==> src/rtl/pspin_cfg_pkg.sv <==
// pspin_cfg_pkg: shared NIC command types and widths
package pspin_cfg_pkg;
  localparam int NIC_CMD_ID_W  = 8;
  localparam int NIC_REQ_IDX_W = 4;
  typedef struct packed {
    logic [NIC_CMD_ID_W-1:0] cmd_id;
    logic [31:0]             data;
  } pspin_cmd_req_t;
  typedef struct packed {
    logic [NIC_CMD_ID_W-1:0] cmd_id;
    logic [7:0]              status;
  } pspin_cmd_resp_t;
  typedef struct packed {
    logic                     used;
    logic [NIC_REQ_IDX_W-1:0] req_idx;
    logic [NIC_CMD_ID_W-1:0]  orig_id;
  } nic_cmd_slot_t;
endpackage

==> src/rtl/rr_arb_sel.sv <==
// rr_arb_sel: combinational round-robin search, first valid at or after the pointer
module rr_arb_sel #(
  parameter int N = 4,
  parameter int W = $clog2(N)
) (
  input  logic [N-1:0] valid_i,
  input  logic [W-1:0] ptr_i,
  output logic [N-1:0] gnt_o,
  output logic [W-1:0] idx_o
);
  // scan farthest-to-nearest so the nearest valid requester wins
  always_comb begin
    idx_o = '0;
    for (int i = N - 1; i >= 0; i--)
      if (valid_i[(int'(ptr_i) + i) % N]) idx_o = W'((int'(ptr_i) + i) % N);
  end
  assign gnt_o = |valid_i ? N'(1) << idx_o : '0;
endmodule

==> src/rtl/nic_cmd_arbiter.sv <==
// nic_cmd_arbiter: shares the NIC command port, remapping cmd_id to table slots
import pspin_cfg_pkg::*;
module nic_cmd_arbiter #(
  parameter int NUM_REQ         = 4,
  parameter int MAX_OUTSTANDING = 8
) (
  input  logic                                clk_i,
  input  logic                                rst_i,
  input  logic [NUM_REQ-1:0]                  req_valid_i,
  output logic [NUM_REQ-1:0]                  req_ready_o,
  input  pspin_cmd_req_t [NUM_REQ-1:0]        req_cmd_i,
  output logic [NUM_REQ-1:0]                  resp_valid_o,
  output pspin_cmd_resp_t                     resp_o,
  output logic                                nic_cmd_valid_o,
  input  logic                                nic_cmd_ready_i,
  output pspin_cmd_req_t                      nic_cmd_o,
  input  logic                                nic_cmd_resp_valid_i,
  input  pspin_cmd_resp_t                     nic_cmd_resp_i,
  output logic [$clog2(MAX_OUTSTANDING):0]    outstanding_o,
  output logic                                busy_o,
  output logic                                err_unknown_id_o
);
  localparam int SW = $clog2(MAX_OUTSTANDING);
  localparam int RW = $clog2(NUM_REQ);
  localparam int OW = SW + 1;
  nic_cmd_slot_t   slot_q [MAX_OUTSTANDING];
  nic_cmd_slot_t   slot_d [MAX_OUTSTANDING];
  logic [RW-1:0]   rr_q, rr_d, win_idx;
  logic [NUM_REQ-1:0] win_oh, resp_valid_q, resp_valid_d;
  logic            free_ok, grant, hit, nic_valid_q, nic_valid_d, err_q, err_d;
  logic [SW-1:0]   free_idx, rid;
  logic [OW-1:0]   outstanding_q, outstanding_d;
  pspin_cmd_req_t  nic_cmd_q, nic_cmd_d;
  pspin_cmd_resp_t resp_q, resp_d;
  rr_arb_sel #(.N(NUM_REQ)) u_sel (
    .valid_i(req_valid_i),
    .ptr_i  (rr_q),
    .gnt_o  (win_oh),
    .idx_o  (win_idx)
  );
  // lowest unused slot, from registered state only so a freed slot waits a cycle
  always_comb begin
    free_ok  = 1'b0;
    free_idx = '0;
    for (int i = MAX_OUTSTANDING - 1; i >= 0; i--)
      if (!slot_q[i].used) begin
        free_ok  = 1'b1;
        free_idx = SW'(i);
      end
  end
  assign grant = !rst_i && |req_valid_i && free_ok && (!nic_valid_q || nic_cmd_ready_i);
  assign req_ready_o = grant ? win_oh : '0;
  assign rid = nic_cmd_resp_i.cmd_id[SW-1:0];
  assign hit = nic_cmd_resp_valid_i && int'(nic_cmd_resp_i.cmd_id) < MAX_OUTSTANDING && slot_q[rid].used;
  // next state: slot table update, output/response registers, counters
  always_comb begin
    slot_d = slot_q;
    if (hit) slot_d[rid].used = 1'b0;
    if (grant) slot_d[free_idx] = '{used: 1'b1, req_idx: NIC_REQ_IDX_W'(win_idx),
                                    orig_id: req_cmd_i[win_idx].cmd_id};
    nic_cmd_d = req_cmd_i[win_idx];
    nic_cmd_d.cmd_id = NIC_CMD_ID_W'(free_idx);
    nic_cmd_d = grant ? nic_cmd_d : nic_cmd_q;
    nic_valid_d = grant || (nic_valid_q && !nic_cmd_ready_i);
    resp_valid_d = hit ? NUM_REQ'(1) << slot_q[rid].req_idx : '0;
    resp_d = hit ? '{cmd_id: slot_q[rid].orig_id, status: nic_cmd_resp_i.status} : resp_q;
    outstanding_d = outstanding_q + OW'(grant) - OW'(hit);
    rr_d = !grant ? rr_q : (win_idx == RW'(NUM_REQ - 1)) ? '0 : win_idx + RW'(1);
    err_d = err_q || (nic_cmd_resp_valid_i && !hit);
  end
  // state registers with synchronous reset discarding all in-flight state
  always_ff @(posedge clk_i) begin
    if (rst_i) begin
      for (int i = 0; i < MAX_OUTSTANDING; i++) slot_q[i] <= '0;
      nic_cmd_q     <= '0;
      nic_valid_q   <= 1'b0;
      resp_valid_q  <= '0;
      resp_q        <= '0;
      outstanding_q <= '0;
      rr_q          <= '0;
      err_q         <= 1'b0;
    end else begin
      slot_q        <= slot_d;
      nic_cmd_q     <= nic_cmd_d;
      nic_valid_q   <= nic_valid_d;
      resp_valid_q  <= resp_valid_d;
      resp_q        <= resp_d;
      outstanding_q <= outstanding_d;
      rr_q          <= rr_d;
      err_q         <= err_d;
    end
  end
  assign nic_cmd_valid_o  = nic_valid_q;
  assign nic_cmd_o        = nic_cmd_q;
  assign resp_valid_o     = resp_valid_q;
  assign resp_o           = resp_q;
  assign outstanding_o    = outstanding_q;
  assign busy_o           = outstanding_q != '0 || nic_valid_q;
  assign err_unknown_id_o = err_q;
endmodule

==> config.mk <==
export PLATFORM = sky130hd
export DESIGN_NAME = nic_cmd_arbiter
export DESIGN_NICKNAME = d
export VERILOG_FILES = /design/src/rtl/pspin_cfg_pkg.sv /design/src/rtl/rr_arb_sel.sv /design/src/rtl/nic_cmd_arbiter.sv
export SDC_FILE = /design/constraint.sdc
export NUM_CORES = 1
export LEC_CHECK = 0
export ABC_CLOCK_PERIOD_IN_PS = 3600
export BUFFER_PORTS_ARGS = -buffer_cell sky130_fd_sc_hd__buf_2
export CAP_MARGIN = 20
export CORE_ASPECT_RATIO = 0.6
export CORE_MARGIN = 1
export CORE_UTILIZATION = 50
export CTS_CLUSTER_DIAMETER = 200
export CTS_CLUSTER_SIZE = 25
export DETAILED_ROUTE_END_ITERATION = 10
export PLACE_DENSITY = 0.78
export SLEW_MARGIN = 20
export SYNTH_ARGS = -nofsm -noshare
export SYNTH_HDL_FRONTEND = slang
export SYNTH_SLANG_ARGS = --single-unit
==> constraint.sdc <==
create_clock -name clk_i -period 3.6 [get_ports clk_i]
set_clock_uncertainty 0.15 [all_clocks]
set_input_delay 0.18 -clock clk_i [delete_from_list [all_inputs] [get_ports clk_i]]
set_output_delay 0.18 -clock clk_i [all_outputs]
set_load 0.02 [all_outputs]
**Word level (Yosys, flattened, before mapping)**

Index checks and enable logic that the tools add are counted.
W data, S select, Z words.

- Add/sub/neg operators: 6
- Div/mod/pow operators: 0
- Reductions and logical operators: 23
- Mux-type cells: 47
- Bitwise logic cells: 6
- Shift-type cells: 2
- Equality and inequality tests: 1
- Magnitude comparators: 10
- Multipliers: 0

Operator list:

| operator | count |
|---|---|
| $bwmux W104 | 2 |
| $mux W104 | 2 |
| $bmux W40 S2 | 1 |
| $demux W13 S3 | 2 |
| $mux W13 | 4 |
| $mux W40 | 1 |
| $bmux W13 S3 | 1 |
| $mux W3 | 8 |
| $mux W1 | 15 |
| $lt A3 B4 Y1 const B | 3 |
| $mux W2 | 5 |
| $logic_and A1 B1 Y1 | 9 |
| $bmux W1 S2 | 4 |
| $ge A4 B4 Y1 const B | 2 |
| $lt A4 B1 Y1 const B | 2 |
| $lt A8 B4 Y1 const B | 1 |
| $mux W4 | 2 |
| $not A3 Y4 | 2 |
| $reduce_or A2 Y1 | 4 |
| $lt A2 B3 Y1 const B | 2 |
| $add A2 B1 Y2 const B | 2 |
| $add A2 B2 Y2 const B | 2 |
| $add A4 B1 Y4 | 1 |
| $logic_not A1 Y1 | 4 |
| other kinds (9) | 14 |

- Memories: 0
- Memory bits (writable): 0
- Word-level logic and storage cells: 128
- Bits in latches: 0
- Flip-flop bits (word level): 167
- Output and inout bits: 71
- ROM bits: 0

**Depth between registers and ports, before layout**

Gate-level depths: netlist of run 1.

- Depth after elaboration: 15
- Gate-level depth with buffers: 13
- Gate-level depth less buffers: 11

**By module**

From an unflattened synthesis of run 1, not the netlist that was laid out.

- Cell total of the unflattened synthesis: 837
- Area total of the unflattened synthesis: 7694.9 um^2

Modules (own cells, without submodules):

| module | area each (um^2) | times used | seq. area each (um^2) | cells an instance |
|---|---|---|---|---|
| nic_cmd_arbiter | 7490.9 | 1 | 3022.9 | 806 |
| rr_arb_sel | 203.9 | 1 | 0.0 | 31 |

**Least setup slack after synthesis of run 1**

No wires, ideal clock.

- Path type: register to register
- Start point: reg slot_q[77] (netlist name)
- End point: reg outstanding_q[2], in the netlist outstanding_o[2]
- Setup slack: 1.022 ns
- Cell stages (with the launch flop): 13
- Setup time: 0.128 ns
- Data arrival time: 2.301 ns
- Required time: 3.322 ns
- Path through: dfxtp_1 inv_1 a221o_1 a211o_1 inv_2 buf_2 ha_1 inv_1 ha_1 inv_1 fa_1 xor2_1 nor2_1

- Cells in the longest elaborated chain, start to end: 7
- Elaborated cells on any way between the ends: 11

RTL lines:

| element | line | text |
|---|---|---|
| start, declared | nic_cmd_arbiter.sv:26 | `nic_cmd_slot_t slot_q [MAX_OUTSTANDING];` |
| start signal, assigned | nic_cmd_arbiter.sv:83 | `slot_q <= slot_d;` |
| $mux W1 (3 in series) | nic_cmd_arbiter.sv:46 | `if (!slot_q[i].used) begin` |
| $logic_and A1 B1 Y1 (2 in series) | nic_cmd_arbiter.sv:51 | `assign grant = !rst_i && \|req_valid_i && free_ok && (!nic_valid_q \|\| nic_cmd_ready_i);` |
| $add A4 B1 Y4 | nic_cmd_arbiter.sv:67 | `outstanding_d = outstanding_q + OW'(grant) - OW'(hit);` |
| $sub A4 B1 Y4 * | nic_cmd_arbiter.sv:67 |  |
| end signal, assigned | nic_cmd_arbiter.sv:88 | `outstanding_q <= outstanding_d;` |
| end, declared | nic_cmd_arbiter.sv:32 | `logic [OW-1:0] outstanding_q, outstanding_d;` |

Every way passes the cells marked *; elsewhere a longest branch is shown, timed or not. The select of a mux whose other input is x is not followed.
A chain may end at the register's enable or synchronous reset.

**Worst setup path after layout of run 1**

- Start point: reg rr_q[1]
- End point: reg nic_cmd_q, in the netlist nic_cmd_o[24]

- Cells in the longest elaborated chain, start to end: 10
- Elaborated cells on any way between the ends: 20

RTL lines:

| element | line | text |
|---|---|---|
| start, declared | nic_cmd_arbiter.sv:28 | `logic [RW-1:0] rr_q, rr_d, win_idx;` |
| start signal, assigned | nic_cmd_arbiter.sv:89 | `rr_q <= rr_d;` |
| $add A2 B2 Y2 | rr_arb_sel.sv:15 | `if (valid_i[(int'(ptr_i) + i) % N]) idx_o = W'((int'(ptr_i) + i) % N);` |
| $bmux W1 S2 | rr_arb_sel.sv:15 |  |
| $mux W1 (implied by the code) (2 in series) | rr_arb_sel.sv:15 |  |
| $mux W2 (3 in series) | rr_arb_sel.sv:15 |  |
| $mux W2 * | rr_arb_sel.sv:15 |  |
| $bmux W40 S2 * | nic_cmd_arbiter.sv:61 | `nic_cmd_d = req_cmd_i[win_idx];` |
| $mux W40 (implied by the code) * | nic_cmd_arbiter.sv:61 |  |
| end signal, assigned | nic_cmd_arbiter.sv:84 | `nic_cmd_q <= nic_cmd_d;` |
| end, declared | nic_cmd_arbiter.sv:33 | `pspin_cmd_req_t nic_cmd_q, nic_cmd_d;` |

Marked as above.

==> results of run 1 <==
## area by class of cell
cell class	instances	area [um^2]	share of cell area, %
Sequential cell	151	3023	27.67
Timing Repair Buffer	350	2205	20.18
Tap cell	209	261.5	2.393
Clock buffer	22	454.2	4.157
Clock inverter	8	171.4	1.569
Multi-Input combinational cell	648	4740	43.38
Antenna cell	4	10.01	0.09162
Inverter	16	61.31	0.5612
## worst register-to-register path, cell delays in order, from the launching register on
cell           delay, ns
dfxtp_1             0.45
mux2i_1             0.30
o21a_1              0.18
nand2_2             0.09
clkinv_2            0.25
buf_4               0.42
mux2_2              0.40
dlygate4sd3_1       0.58
a221o_1             0.32
## Yosys cell counts, drive strengths merged (5+ instances only)
library cell and instances:
ha 9, o21ai 93, inv 15, nand3 58, nand2 48, and2 6, buf 47, nor2b 48
nand2b 8, dfxtp 151, a22oi 6, nor3 5, mux4 8, a21oi 41, a211oi 38, a311oi 5
mux2i 27, o221ai 65, nand3b 27, a221o 33, mux2 42, clkbuf 39, nor2 32
## kinds of logic after synthesis
logic type / after synthesis
multiplexers: 77
adder cells (fa/ha/maj): 10
AND/OR/NAND/NOR: 250
XOR/XNOR: 2
AO/OA/AOI/OAI: 304
other: 1
buffers and inverters: 102
flip-flops: 151
## routing by layer
metal	wire length, um	share of wire [%]
met1	12320	42
met2	12830	43
met3	3527	12
met4	972	3.3
met5	0	0
## repair_timing
item	CTS	global route
endpoints found under the hold margin	49	0
hold buffers	79	0
resized for setup	0	0
## worst max-delay path by stage
stage,from,endpoint,slack (ns),cells after the start
after global routing,rr_q[1]$_SDFFE_PP0P_,nic_cmd_o[9]$_SDFFE_PP0P_,0.19,8
after floorplan,slot_q[77]$_SDFF_PP0_,outstanding_o[2]$_SDFF_PP0_,1.02,12
after global placement,nic_cmd_resp_i[8],outstanding_o[2]$_SDFF_PP0_,0.99,12
final,rr_q[1]$_SDFFE_PP0P_,nic_cmd_o[24]$_SDFFE_PP0P_,0.33,8
after CTS,rr_q[1]$_SDFFE_PP0P_,nic_cmd_o[5]$_SDFFE_PP0P_,0.39,8
after detailed placement,nic_cmd_resp_i[9],outstanding_o[2]$_SDFF_PP0_,0.94,12
## power breakdown
part | internal [W] | leakage (nW) | total [W] | switching, W
Combinational | 0.000482 | 2.83 | 0.00113 | 0.000643
Sequential | 0.00178 | 1.23 | 0.00185 | 0.0000685
Clock | 0.00124 | 0.301 | 0.00197 | 0.000723
Total | 0.00350 | 4.36 | 0.00494 | 0.00143
## flip-flops by register name, indices dropped and copies added (netlist names)
name,flops
rr_q,2
nic_cmd_o,35
resp_valid_o,4
slot_q,88
outstanding_o,4
resp_o,16
nic_cmd_valid_o,1
err_unknown_id_o,1
## cells in the final DEF (no fill, tap or decap), drive strengths merged, types with 8 or more instances in the layout
master / Yosys / routed
clkbuf: 39 / 22
a21oi: 41 / 41
nand2b: 8 / 8
nand2: 48 / 48
nor2: 32 / 32
inv: 15 / 15
o21ai: 93 / 93
buf: 47 / 271
a211oi: 38 / 38
mux4: 8 / 8
nand3: 58 / 58
a221o: 33 / 33
dlygate4sd3: 0 / 79
mux2i: 27 / 27
o221ai: 65 / 65
mux2: 42 / 42
dfxtp: 151 / 151
nor2b: 48 / 48
ha: 9 / 9
nand3b: 27 / 27
## stage by stage
step	utilization [%]	power [W]
floorplan	-	0.002530
global placement	58.58	0.002857
detailed placement	58.58	0.002869
CTS	67.31	0.004896
global route	67.38	0.005084
finish	67.38	0.004936
==> impl_metrics.yaml, run 1 <==
sta:
  finalWorstSetupSlack_ns: 0.3313
  finalMaxSlewViolations: 0
  tns_ns: 0
  tightest_slew_ns: 1.126
  max-slew-margin-rel_pct: 24.60
  max_freq_ghz: 0.3059
  hold_viol_final: 0
  fin_crit_sh_pct: 90.80
  setup_viol: 0
  holdWs_ns: 0.003665
  rsz0062_at_grt: "false"
  period_minus_slack_ns: 3.269
floorplan:
  ios: 255
  die_area_um2: 17090
  die_x_um: 168.1
  die_h_um: 101.7
  start_util_pct: 51.04
  core_area_um2: 16220
  rows: 36
synthesis:
  yosys.cell_types.count: 65
  ys_seq_area_share_pct: 36.52
  synth_area_um2: 8277
  yosys.area.top_type: "dfxtp_1"
  ys_top_cells_by_area: "dfxtp_1 37%, o221ai_1 6.9%, mux2_2 5.7%"
  synth_mux_area_share_pct: 12.67
  async_reset_ff_share_pct: 0
  netlist_instances: 897
  synth_top_area_share_pct: 36.52
  synth-simple-area-share_pct: 16.60
  synthAdderAreaFrac_pct: 1.602
  ys_ff_latch: 151
  synth_top_family_by_area: "compound AO/OA/AOI/OAI gates"
  synth.avg_cell_area_um2: 9.227
  synth-compound-area-share_pct: 25.82
  synth-edff-count: 0
  synth_ff_type: "dfxtp_1"
  synthXorXnorAreaFrac_pct: 0.2116
  ys_warn_count: 0
route:
  via_per_inst: 6.362
  remaining_drc_errors: 0
  routed_wl_um: 29660
  dr.pass1.iters: 5
  ant_nets: 0
  post_drt_wl_per_cell_um: 21.06
  drt_iter0_drc: 1067
  num_vias: 8957
critical_path:
  crit_slowest_cell: "dlygate4sd3_1"
  critPathKind: "flip-flop to flip-flop"
  reg2reg_depth: 8
  max_stage_delay_ns: 0.58
  reg2reg_from: "rr_q[1]$_SDFFE_PP0P_"
  cp-start-kind: "flip-flop"
  crit_chain: "mux2i_1 -> o21a_1 -> nand2_2 -> clkinv_2 -> buf_4 -> mux2_2 -> dlygate4sd3_1 -> a221o_1"
  critical_path_required_ns: 3.77
  cp_max_fo: 26
  r2r_slack_ns: 0.33
  worstSetupEndpointType: "flip-flop"
  r2r_end: "nic_cmd_o[24]$_SDFFE_PP0P_"
  arrival_ns: 3.44
  critPathTopFamily: "buffers and inverters"
  critPathBufInv: 3
cts:
  clock-sinks: 151
  insertion_delay_ns: 0.43
  clockBufferDepth: 2
  cts_setup_buffers: 0
  cts-root-buf: "clkbuf_16"
  path_clk_slew_ns: 0.06
  numCtsBuffers: 17
  ctsHtreeMaxLevel: 4
  cts_tree: "done"
pwr:
  p_leak_nw: 4.363
  power_density_nw_per_um2: 451.8
  ir_worst_vdd_mv: 0.3355
cells_and_area:
  drive_gt1_share_pct: 32.13
  final_area_um2: 10930
  stdcell_count: 1408
  syn2layout_area_growth_pct: 32.00
  n_fill_cell: 1271
  final_nets: 1378
hold_path:
  holdCritStartpoint: "req_cmd_i[152]"
  worstHoldPathType: "primary input to flip-flop"
  hold_depth: 3
  hold-path-endpoint: "slot_q[39]$_SDFFE_PP0P_"
status:
  status: "finished clean"
global_routing:
  met2_usage_pct: 54.04
  grt.overflow.total: 0
  met1_usage_pct: 47.02
  grtUsageTotal_pct: 35.31
  grt_pass1_wl_um: 46560
  grt-busiest-layer: "met2"
  use_met3_pct: 10.12
  grt_pass1_vias: 8649
  grt_max_degree: 71
  antenna_found_initial: 4
place:
  place_ws_ns: 0.9421
  place_area_um2: 9499
  dp_hpwl_um: 19270
  place_inst: 1295
  port_buffers: 249
  routabilityCongestion: 0.9521
job:
  maxCapViolCount: 0
(Power assumes the default switching activity.)
==> run 2, diff against run 1 <==
--- a/config.mk
+++ b/config.mk
@@ -8,14 +8,14 @@
 export ABC_CLOCK_PERIOD_IN_PS = 3600
 export BUFFER_PORTS_ARGS = -buffer_cell sky130_fd_sc_hd__buf_2
 export CAP_MARGIN = 20
-export CORE_ASPECT_RATIO = 0.6
 export CORE_MARGIN = 1
 export CORE_UTILIZATION = 50
 export CTS_CLUSTER_DIAMETER = 200
 export CTS_CLUSTER_SIZE = 25
 export DETAILED_ROUTE_END_ITERATION = 10
-export PLACE_DENSITY = 0.78
+export PLACE_DENSITY = 0.79
 export SLEW_MARGIN = 20
 export SYNTH_ARGS = -nofsm -noshare
 export SYNTH_HDL_FRONTEND = slang
+export SYNTH_HIERARCHICAL = 1
 export SYNTH_SLANG_ARGS = --single-unit
==> run 2 against run 1 <==
Net effect:
- first-iteration DRC count shrank 31%
- clock-buffer cell count shrank 5
- maximum frequency up 14%
- synthesized cell count decreased by 6.7%
- clock power increased by 4%
- critical path type unchanged
- final cell count decreased by 10%
- sequential share of layout area grew 3.2 points
- non-clock buffer count decreased by 68
==> impl_metrics.yaml, run 2 <==
pwr:
  power_density_nw_per_um2: 473.7
  switching_share_pct: 26.70
  power.share.combinational_pct: 17.8
  seq_power_share_pct: 38.3
  power.switching_w: 0.001240
  p_leak_nw: 3.957
  ir_worst_vdd_mv: 0.3828
  clkPwrFrac_pct: 43.8
  p_int_w: 0.003404
synthesis:
  synth_area_um2: 7695
  synth-edff-count: 0
  async_reset_ff_share_pct: 0
  ys_ff_latch: 151
  yosysMostFrequentCell: "dfxtp_1"
  synth_common_cells: "151 x dfxtp_1, 122 x nand2_1, 113 x a21oi_1"
  synth.avg_cell_area_um2: 9.193
  yosys.area.top_type: "dfxtp_1"
  netlist_instances: 837
  synth_top_area_share_pct: 39.28
  synth_ff_type: "dfxtp_1"
  ys_top_cells_by_area: "dfxtp_1 39%, mux4_2 15%, a21oi_1 7.3%"
  ys_seq_area_share_pct: 39.28
  ys_warn_count: 6
  yosys.cell_types.count: 61
route:
  post_drt_wl_per_cell_um: 18.50
  routed_wl_um: 23320
  num_vias: 7375
  remaining_drc_errors: 0
  dr.pass1.iters: 7
  ant_nets: 0
  via_per_inst: 5.849
  drt_iter0_drc: 736
critical_path:
  critPathKind: "flip-flop to flip-flop"
  r2r_slack_ns: 0.72
  r2r_end: "outstanding_o[3]$_SDFF_PP0_"
  critical_path_required_ns: 3.73
  reg2reg_from: "slot_q[103]$_SDFF_PP0_"
  cp_max_fo: 12
  arrival_ns: 3.00
  reg2reg_depth: 11
  cp-start-kind: "flip-flop"
  worstSetupEndpointType: "flip-flop"
global_routing:
  grt_pass1_wl_um: 36520
  grtUsageTotal_pct: 29.59
  antenna_found_initial: 1
  grt_max_degree: 99
  grt_pass1_vias: 6985
  grt.overflow.total: 0
sta:
  finalMaxSlewViolations: 0
  period_minus_slack_ns: 2.875
  fin_crit_sh_pct: 79.87
  tightest_slew_ns: 1.035
  tns_ns: 0
  max_freq_ghz: 0.3478
  max-slew-margin-rel_pct: 30.97
  setup_viol: 0
  rsz0062_at_grt: "false"
  hold_viol_final: 0
cts:
  ctsHtreeMaxLevel: 4
  post_cts_resized: 0
  insertion_delay_ns: 0.43
  clockBufferDepth: 2
  clock-sinks: 151
  cts_tree: "done"
  cts-root-buf: "clkbuf_16"
  path_clk_slew_ns: 0.06
  numCtsBuffers: 17
hold_path:
  hold_depth: 4
  holdCritStartpoint: "rst_i"
  worstHoldPathType: "primary input to flip-flop"
  hold-path-endpoint: "nic_cmd_o[34]$_SDFFE_PP0P_"
cells_and_area:
  final_common_cell: "buf_2"
  final_util_pct: 66.43
  final_area_um2: 9802
  layout_common_cells: "248 x buf_2, 151 x dfxtp_1, 122 x nand2_1, 113 x a21oi_1, 63 x nand3_1"
  syn2layout_area_growth_pct: 27.38
  largest_register_ffs: 88
  final_nets: 1254
  drive_gt1_share_pct: 35.50
  max_flop_register: "slot_q"
floorplan:
  ios: 255
  start_util_pct: 52.15
  die_x_um: 126.1
  rows: 44
  die_h_um: 126.1
  die_area_um2: 15890
  core_area_um2: 14750
job:
  maxCapViolCount: 0
place:
  routabilityCongestion: 0.8359
  port_buffers: 249
  dp_hpwl_um: 16200
  place_area_um2: 8997
status:
  status: "finished clean"
==> run 2: final cells by class <==
type / count / area (um^2)
antenna: 1 / 2.502
clock buffer: 17 / 425.4
clock inverter: 15 / 251.5
fill: 1197 / 4952
inverter: 19 / 71.32
multi-input combinational: 592 / 4259
sequential: 151 / 3023
tap: 184 / 230.2
timing repair buffer: 282 / 1539
==> run 2: cells by family (layout without fill, tap and decap cells) <==
kind of cell,after synthesis,in the layout,synth area share (%)
mux,99,99,21.25
fa+ha+maj,7,7,1.236
buf+inv,98,333,6.065
other cells,1,6,0.04873
xor+xnor,2,2,0.2277
compound gates,204,204,15.81
flops,151,151,39.28
simple gates,275,275,16.08
==> run 2: per-stage QoR <==
| stage | std cells | power [W] | setup slack (ns) | hold slack (ns) |
|---|---|---|---|---|
| 2_1_floorplan | 841 | 0.002353 | 0.8608 | 0.1772 |
| 3_3_place_gp | 1216 | 0.002615 | 0.4627 | 0.2637 |
| 3_5_place_dp | 1216 | 0.002626 | 0.3630 | 0.2775 |
| 4_1_cts | 1260 | 0.004646 | 0.4225 | 0.03794 |
| 5_1_grt | 1261 | 0.004798 | 0.5212 | 0.05394 |
| 6_report | 1261 | 0.004644 | 0.7247 | 0.005738 |
==> run 2: worst max-delay path by stage <==
stage	from	endpoint	slack (ns)	depth (start not counted)
final	slot_q[103]$_SDFF_PP0_	outstanding_o[3]$_SDFF_PP0_	0.72	11
after global routing	slot_q[103]$_SDFF_PP0_	outstanding_o[2]$_SDFF_PP0_	0.52	11
after CTS	nic_cmd_valid_o$_SDFF_PP0_	req_ready_o[3]	0.42	6
after detailed placement	req_valid_i[2]	outstanding_o[2]$_SDFF_PP0_	0.36	13
after global placement	req_valid_i[2]	outstanding_o[2]$_SDFF_PP0_	0.46	13
after floorplan	nic_cmd_valid_o$_SDFF_PP0_	outstanding_o[2]$_SDFF_PP0_	0.86	13
==> run 2: power by group through the flow <==
| stage | Sequential [W] | Clock, W | Combinational [W] |
|---|---|---|---|
| 2_1_floorplan | 0.00186 | 0 | 0.000497 |
| 3_3_place_gp | 0.00181 | 0 | 0.000802 |
| 3_5_place_dp | 0.00181 | 0 | 0.000812 |
| 4_1_cts | 0.00178 | 0.00204 | 0.000825 |
| 5_1_grt | 0.00179 | 0.00212 | 0.000893 |
| 6_report | 0.00178 | 0.00204 | 0.000827 |
==> run 2: what timing repair did <==
item | 4_1_cts | 5_1_grt
buffers inserted | 0 | 0
hold endpoints to repair | 11 | 0
hold buffers | 12 | 0
==> run 2: metal layers <==
metal  wire length, um  GRT usage [%]
met5                 0              0
met1              9310          38.62
met4               563          11.62
met2             11420          47.19
met3              2026          7.477
==> run 2: critical path: stages (launching register included) <==
cell and delay (ns):
dfxtp_1 0.62, nand4_1 0.26, nor3_1 0.48, nor2b_4 0.08, inv_2 0.07, ha_1 0.19
inv_1 0.05, ha_1 0.26, a21o_1 0.17, a21oi_1 0.17, xnor2_1 0.15, nor2_1 0.06
==> run 3, diff against run 2 <==
--- a/config.mk
+++ b/config.mk
@@ -5,7 +5,7 @@
 export SDC_FILE = /design/constraint.sdc
 export NUM_CORES = 1
 export LEC_CHECK = 0
-export ABC_CLOCK_PERIOD_IN_PS = 3600
+export ABC_CLOCK_PERIOD_IN_PS = 2900
 export BUFFER_PORTS_ARGS = -buffer_cell sky130_fd_sc_hd__buf_2
 export CAP_MARGIN = 20
 export CORE_MARGIN = 1
==> constraint.sdc (replaced) <==
create_clock -name clk_i -period 2.9 [get_ports clk_i]
set_clock_uncertainty 0.15 [all_clocks]
set_input_delay 0.145 -clock clk_i [delete_from_list [all_inputs] [get_ports clk_i]]
set_output_delay 0.145 -clock clk_i [all_outputs]
set_load 0.02 [all_outputs]
==> run 3 against run 2 <==
Net effect:
- non-clock buffer count rose by 7
- utilization about the same
- global-route usage is 0.60 points higher
- power increased by 17%
- clock power increased by 5%
- critical path depth is 1 higher
- final cell count increased by 0.48%
- setup slack worse by 0.46 ns
- clock-buffer cell count rose by 7
- flip-flop and latch count is the same
- highest routed layer unchanged
==> impl_metrics.yaml, run 3 (same netlist as run 2, synthesis figures left out) <==
status:
  status: "finished clean"
route:
  dr.pass1.iters: 5
  drt_iter0_drc: 837
  post_drt_wl_per_cell_um: 18.80
  num_vias: 7514
  via_per_inst: 5.931
  remaining_drc_errors: 0
  ant_nets: 0
  routed_wl_um: 23820
cts:
  clockBufferDepth: 2
  clock-sinks: 151
  cts-root-buf: "clkbuf_16"
  insertion_delay_ns: 0.42
  numCtsBuffers: 17
  path_clk_slew_ns: 0.06
  ctsHtreeMaxLevel: 4
  cts_tree: "done"
floorplan:
  start_util_pct: 52.15
  die_h_um: 126.1
  ios: 255
  core_area_um2: 14750
  die_x_um: 126.1
  rows: 44
  die_area_um2: 15890
cells_and_area:
  final_util_pct: 66.43
  multiInputGateArea_um2: 4260
  n_fill_cell: 1220
  syn2layout_area_growth_pct: 27.37
  max_flop_register: "slot_q"
  drive_gt1_share_pct: 35.86
  largest_register_ffs: 88
  regArea_um2: 3023
  final_nets: 1261
  final_common_cell: "buf_2"
  layout_common_cells: "248 x buf_2, 151 x dfxtp_1, 122 x nand2_1, 113 x a21oi_1, 63 x nand3_1"
sta:
  period_minus_slack_ns: 2.636
  tightest_slew_ns: 0.9336
  rsz0062_at_grt: "false"
  max-slew-margin-rel_pct: 37.76
  tns_ns: 0
  max_freq_ghz: 0.3794
  setup_viol: 0
  finalMaxSlewViolations: 0
  hold_viol_final: 0
  fin_crit_sh_pct: 90.89
critical_path:
  crit_slowest_cell: "fa_1"
  crit_chain: "mux2_2 -> nor3_1 -> nor2_1 -> o21ai_0 -> inv_1 -> ha_1 -> inv_1 -> ha_1 -> inv_1 -> fa_1 -> xor2_1 -> nor2_1"
  reg2reg_depth: 12
  critPathKind: "flip-flop to flip-flop"
  r2r_slack_ns: 0.26
  crit_top_cell: "inv_1"
  arrival_ns: 2.78
  r2r_end: "outstanding_o[2]$_SDFF_PP0_"
  cp-start-kind: "flip-flop"
  cp_max_fo: 5
  max_stage_delay_ns: 0.37
  critical_path_required_ns: 3.04
  endpoint: "outstanding_o[2]$_SDFF_PP0_"
  critical_path.startpoint: "slot_q[64]$_SDFF_PP0_"
  worstSetupEndpointType: "flip-flop"
  reg2reg_from: "slot_q[64]$_SDFF_PP0_"
pwr:
  ir_worst_vdd_mv: 0.5028
  power_density_nw_per_um2: 552.0
  p_leak_nw: 3.961
global_routing:
  grtUsageTotal_pct: 30.20
  grt.overflow.total: 0
  grt_pass1_wl_um: 37180
  antenna_found_initial: 1
  grt_pass1_vias: 7152
  grt_max_degree: 110
place:
  dp_hpwl_um: 16270
  routabilityCongestion: 0.8810
  port_buffers: 249
job:
  maxCapViolCount: 0
hold_path:
  worstHoldPathType: "primary input to flip-flop"
run 3: critical path, delay by kind of cell, from the launching register on:
kind	cells	cell delay, ns
multiplexers	1	0.29
buffers and inverters	3	0.20
adder cells (fa/ha/maj)	3	0.79
AND/OR/NAND/NOR	3	0.48
AO/OA/AOI/OAI	1	0.12
XOR/XNOR	1	0.14
flip-flops	1	0.36
run 3: how the worst min path moves through the flow:
stage | start | end | slack, ns | cells past startpoint
2_1_floorplan | nic_cmd_resp_i[0] | resp_o[0]$_SDFFE_PP0N_ | 0.14 | 2
3_3_place_gp | nic_cmd_resp_i[4] | resp_o[4]$_SDFFE_PP0N_ | 0.23 | 3
3_5_place_dp | nic_cmd_resp_i[1] | resp_o[1]$_SDFFE_PP0N_ | 0.24 | 3
4_1_cts | req_cmd_i[84] | nic_cmd_o[4]$_SDFFE_PP0P_ | 0.03 | 4
5_1_grt | req_cmd_i[133] | nic_cmd_o[13]$_SDFFE_PP0P_ | 0.05 | 4
6_report | req_cmd_i[15] | nic_cmd_o[15]$_SDFFE_PP0P_ | 0.04 | 4
run 3: cell type report:
cell class                 instances  area share (%)
multi-input combinational        592           43.47
inverter                          19          0.7277
tap                              184           2.349
clock buffer                      24           5.222
sequential                       151           30.84
timing repair buffer             289           16.67
clock inverter                     7          0.6894
antenna                            1         0.02553
run 3: metal layers:
metal	global-route usage [%]	wire, um	vias to the layer above
met5	0	0	-
met4	10.70	506	0
met3	6.160	2087	42
met2	49.69	11760	414
li1	-	-	3463
met1	39.49	9467	3595
run 3: metrics by stage:
step	std cells	area, um^2	hold slack, ns	total power (W)	worst slack (ns)
final	1267	9801	0.04037	0.005410	0.2643
after global routing	1267	9801	0.04970	0.005606	0.04220
after CTS	1265	9771	0.03077	0.005417	0.2563
after detailed placement	1223	9081	0.2356	0.003286	0.2340
after global placement	1223	9075	0.2296	0.003267	0.2802
after floorplan	841	7710	0.1422	0.002921	0.1608
run 3: power breakdown:
group,internal (W),switching (W)
registers,0.00215,0.0000479
logic,0.000476,0.000590
clock network,0.00131,0.000835
run 3: what timing repair did:
item	CTS	global route
hold buffers	11	0
buffers inserted	0	0
resized for setup	0	0
endpoints found under the hold margin	11	0
